**src/rtl/ultrasonic_ranger.sv**
```systemverilog
// rtl/ultrasonic_ranger.sv - periodic ultrasonic trigger/echo ranger reporting distance in mm
module ultrasonic_ranger #(
    parameter int CYC_PER_MM    = 157,
    parameter int TRIG_CYCLES   = 270,
    parameter int PERIOD_MS     = 60,
    parameter int ECHO_WAIT_CYC = 810000,
    parameter int MAX_MM        = 4000
) (
    input  logic        clk,
    input  logic        rst,
    input  logic        clk_1khz,
    input  logic        echo,
    output logic        trig,
    output logic [15:0] dist_mm,
    output logic        dist_valid,
    output logic        err,
    output logic        busy
);

    localparam int PRE_W  = $clog2(CYC_PER_MM + 1);
    localparam int TRIG_W = $clog2(TRIG_CYCLES + 1);
    localparam int WAIT_W = $clog2(ECHO_WAIT_CYC + 1);
    localparam int TICK_W = $clog2(PERIOD_MS + 1);

    typedef enum logic [2:0] {
        S_IDLE,
        S_TRIG,
        S_WAIT_ECHO,
        S_MEASURE,
        S_DONE
    } state_t;

    state_t state, next_state;

    logic              echo_s1, echo_s2, echo_d;
    logic              clk_1khz_d;
    logic [TICK_W-1:0] tick_cnt;
    logic [TRIG_W-1:0] trig_cnt;
    logic [WAIT_W-1:0] wait_cnt;
    logic [PRE_W-1:0]  pre_cnt;
    logic [15:0]       mm_cnt;

    logic              tick, tick_last, echo_rise, err_next, count_en;
    logic [PRE_W-1:0]  pre_base;
    logic [15:0]       mm_base;

    assign tick      = clk_1khz & ~clk_1khz_d;
    assign tick_last = (tick_cnt == TICK_W'(PERIOD_MS - 1));
    assign echo_rise = echo_s2 & ~echo_d;

    always_comb begin
        next_state = state;
        err_next   = 1'b0;
        case (state)
            S_IDLE: begin
                if (tick && tick_last) next_state = S_TRIG;
            end
            S_TRIG: begin
                if (trig_cnt == TRIG_W'(TRIG_CYCLES - 1)) next_state = S_WAIT_ECHO;
            end
            S_WAIT_ECHO: begin
                if (echo_rise) begin
                    next_state = S_MEASURE;
                end else if (wait_cnt == WAIT_W'(ECHO_WAIT_CYC - 1)) begin
                    next_state = S_IDLE;
                    err_next   = 1'b1;
                end
            end
            S_MEASURE: begin
                if (!echo_s2) begin
                    next_state = S_DONE;
                end else if (mm_cnt == 16'(MAX_MM)) begin
                    next_state = S_IDLE;
                    err_next   = 1'b1;
                end
            end
            S_DONE: begin
                next_state = S_IDLE;
            end
            default: begin
                next_state = S_IDLE;
            end
        endcase
    end

    // The rise cycle is itself the first echo-high cycle, so counting starts from 0/0 on it;
    // this makes dist_mm = floor(echo_high_cycles / CYC_PER_MM).
    always_comb begin
        count_en = ((state == S_WAIT_ECHO) && echo_rise) ||
                   ((state == S_MEASURE) && (next_state == S_MEASURE));
        pre_base = (state == S_MEASURE) ? pre_cnt : '0;
        mm_base  = (state == S_MEASURE) ? mm_cnt  : '0;
    end

    always_ff @(posedge clk) begin
        if (rst) begin
            state      <= S_IDLE;
            echo_s1    <= 1'b0;
            echo_s2    <= 1'b0;
            echo_d     <= 1'b0;
            clk_1khz_d <= 1'b0;
            tick_cnt   <= '0;
            trig_cnt   <= '0;
            wait_cnt   <= '0;
            pre_cnt    <= '0;
            mm_cnt     <= '0;
            trig       <= 1'b0;
            busy       <= 1'b0;
            dist_valid <= 1'b0;
            err        <= 1'b0;
            dist_mm    <= '0;
        end else begin
            state      <= next_state;
            echo_s1    <= echo;
            echo_s2    <= echo_s1;
            echo_d     <= echo_s2;
            clk_1khz_d <= clk_1khz;

            if ((state == S_IDLE) && tick) begin
                tick_cnt <= tick_last ? '0 : tick_cnt + TICK_W'(1);
            end

            trig_cnt <= ((state == S_TRIG) && (next_state == S_TRIG)) ?
                        trig_cnt + TRIG_W'(1) : '0;
            wait_cnt <= ((state == S_WAIT_ECHO) && (next_state == S_WAIT_ECHO)) ?
                        wait_cnt + WAIT_W'(1) : '0;

            // mm_cnt never passes MAX_MM: the FSM aborts on equality before another increment
            if (count_en) begin
                if (pre_base == PRE_W'(CYC_PER_MM - 1)) begin
                    pre_cnt <= '0;
                    mm_cnt  <= mm_base + 16'd1;
                end else begin
                    pre_cnt <= pre_base + PRE_W'(1);
                    mm_cnt  <= mm_base;
                end
            end else if (state != S_MEASURE) begin
                pre_cnt <= '0;
                mm_cnt  <= '0;
            end

            trig       <= (next_state == S_TRIG);
            busy       <= (next_state != S_IDLE);
            dist_valid <= (next_state == S_DONE);
            err        <= err_next;
            if (next_state == S_DONE) begin
                dist_mm <= mm_cnt;
            end
        end
    end

endmodule

```
**config.mk**
```make
export PLATFORM = sky130hd
export DESIGN_NAME = ultrasonic_ranger
export DESIGN_NICKNAME = d
export VERILOG_FILES = /design/src/rtl/ultrasonic_ranger.sv
export SDC_FILE = /design/constraint.sdc
export NUM_CORES = 1
export LEC_CHECK = 0
export CORE_MARGIN = 1
export CORE_UTILIZATION = 45
export CTS_BUF_LIST = sky130_fd_sc_hd__clkbuf_16
export DETAILED_ROUTE_END_ITERATION = 8
export PLACE_DENSITY = 0.61
export SYNTH_ARGS = -nofsm -noshare
export SYNTH_HDL_FRONTEND = slang
export SYNTH_SLANG_ARGS = --single-unit
```
**constraint.sdc**
```tcl
create_clock -name clk -period 3.55 [get_ports clk]
set_clock_uncertainty 0.05 [all_clocks]
set_input_delay 0.5325 -clock clk [delete_from_list [all_inputs] [get_ports clk]]
set_output_delay 0.5325 -clock clk [all_outputs]
set_load 0.02 [all_outputs]
```
==> results.yml <==
synth:
  yosysTopAreaCell: "dfxtp_1"
  mappedNetlistNets: 477
  async_flop_share_pct: 0
  synth_edf_count: 0
  syn_area_sq_um: 4070
  synth_seq_cells: 86
  yosysWarnings: 0
  avgSynthCellArea_sq_um: 8.73
  synthTopCellsByArea: "dfxtp_1 (42%), nand2_1 (6.4%), nor3_2 (5.2%), a21oi_1 (4.5%), xnor2_1 (3.2%)"
  synth_top_area_share_pct: 42.3
  synthCells: 466
  synth_top_flop_cell: "dfxtp_1"
  seq_area_frac_synth_pct: 42.3
  netlist-cell-type-count: 55
detailed_routing:
  ant_nets: 0
  drt_iter0_markers: 147
  vias: 3326
  drt-vias-per-instance: 5.64
  drt_first_pass_iters: 4
  routedWlPerCell_um: 14.9
  drc_errors: 0
  wl_um: 8820
cells_and_area:
  diodes: 0
  stdcell_count: 590
  multi_input_area_sq_um: 2210
  seqCellArea_sq_um: 1720
  fillCellCount: 841
  areaGrowthSynthToFinish_pct: 13.3
  layout-drive-gt1-share_pct: 10.6
  layout_commonest_cell: "dfxtp_1"
  nNetsFinal: 488
  layout_common_cells: "dfxtp_1 (86), nand2_1 (69), a21oi_1 (37), nor2_1 (26), clkdlybuf4s50_1 (22)"
setup_path:
  critPathArrivalTime_ns: 3.10
  critical_path_required_ns: 3.77
  timing.critical_path.buf_inv: 1
  crit_family: "simple AND/OR/NAND/NOR gates"
  path_class: "reg2reg"
  crit_path_end_kind: "flop"
  slowest_stage: "dfxtp_1"
  startpoint_type: "flop"
  max_stage_delay_ns: 0.48
  cp_cell_sequence: "and3b_1 -> nand2_1 -> ha_1 -> and4bb_2 -> nor3b_4 -> o311ai_2 -> buf_4 -> or3_1 -> a21oi_1"
  crit_fanout: 17
run_status:
  outcome: "finished, final reports clean"
cts:
  clkSlewWorstSetupHoldPaths_ns: 0.07
  clk_path_buf_depth: 2
  root_buffer: "clkbuf_16"
  post_cts_buffers: 0
  clock_sinks: 86
  cts_tree: "done"
  ctsResizeCount: 0
  ctsHoldBuffers: 0
  h-tree-depth: 3
  clkLatencyLatePin_ns: 0.34
  cts-buffers-inserted: 9
floorplanning:
  die_area_sq_um: 9430
  rows: 34
  die_h_um: 97.1
  fp.coreArea_sq_um: 8720
  pin_count: 24
  die_w_um: 97.1
  start_util_pct: 46.7
global_route:
  grt_first_pass_wirelength_um: 15000
  antenna_found_initial: 0
  track_usage_pct: 19.6
  grt_max_degree: 52
  grt_overflow: 0
  grt_pass1_vias: 3137
timing:
  tns_ns: 0
  hold_viol: 0
  rsz0062_at_grt: "false"
  fmax_ghz: 0.347
  setup_viol: 0
  slew_headroom_pct: 31.6
  worstMarginPinSlew_ns: 1.02
  period_share_pct: 81.1
  min_period_ns: 2.88
  finalMaxSlewViolations: 0
placement:
  placed_cells: 574
  dp_hpwl_um: 5980
  routabilityCongestion: 0.817
  port-buffer-count: 23
power:
  p_leak_nw: 1.44
  power_per_cell_area_nw_per_um2: 409
  peakVddDrop_mv: 0.248
min_path:
  hold_path.class: "reg2reg"
run:
  cap_violations: 0
[final cells by class]
class                      count  share of cell area (%)
timing repair buffer          25                    5.21
sequential                    86                    37.3
inverter                       6                   0.488
clock inverter                 7                    1.25
tap                          108                    2.93
clock buffer                   9                    4.88
multi-input combinational    349                    47.9
[synth_stat cells, drive strengths merged, types with 5 or more instances]
cell type  number
o31ai           5
o21ai          16
or4             5
nand2b          6
nand4          16
nand3          18
a21oi          37
xor2           15
nor3           34
and3            6
clkbuf         13
inv             6
xnor2          15
ha              7
dfxtp          86
and2            5
or3            13
nand2          69
buf            12
o211ai          6
nor2b           5
nor2           26
[logic make-up after synthesis]
logic type / after synthesis / share of synthesized area (%)
mux: 1 / 0.246
buf+inv: 31 / 3.57
simple gates: 231 / 33.6
flops: 86 / 42.3
compound gates: 80 / 11.7
xor+xnor: 30 / 6.46
fa+ha+maj: 7 / 2.15
[path summary, 6_finish.rpt]
| path | startpoint | end | slack (ns) | depth (start not counted) |
|---|---|---|---|---|
| min reg2reg | echo_s1 | echo_s2 | 0.40 | 1 |
| max | state[2] | mm_cnt[6] | 0.67 | 9 |
| min | echo_s1 | echo_s2 | 0.40 | 1 |
| max reg2reg | state[2] | mm_cnt[6] | 0.67 | 9 |
[metal layers]
| layer | GRT usage [%] | vias to the layer above | part of all wire, % |
|---|---|---|---|
| li1 | - | 1675 | - |
| met1 | 26.1 | 1582 | 49 |
| met2 | 30.9 | 55 | 45 |
| met3 | 3.17 | 14 | 3.4 |
| met4 | 9.53 | 0 | 2.1 |
| met5 | 0 | - | 0 |
[power breakdown]
group	internal [mW]	switching [mW]
combinational	0.00859	0.0143
clock	0.481	0.412
sequential	0.969	0.00270
total	1.46	0.429
[sequential cells by signal, summed over array words and instances, names as in the netlist, 3 cells and up]
register	cells
state	3
trig_cnt	9
mm_cnt	16
wait_cnt	20
dist_mm	16
pre_cnt	8
tick_cnt	6
[through the flow]
stage	cell area (sq um)	util, %	worst slack [ns]	total power [mW]	hold slack [ns]
floorplan	4070	-	0.842	1.01	0.364
global placement	4330	49.7	0.805	1.02	0.382
detailed placement	4330	49.7	0.695	1.02	0.385
CTS	4610	52.9	0.668	1.90	0.400
global route	4610	52.9	0.482	1.94	0.425
finish	4610	52.9	0.670	1.89	0.400
Note: power is estimated with default switching activity, not from simulation.
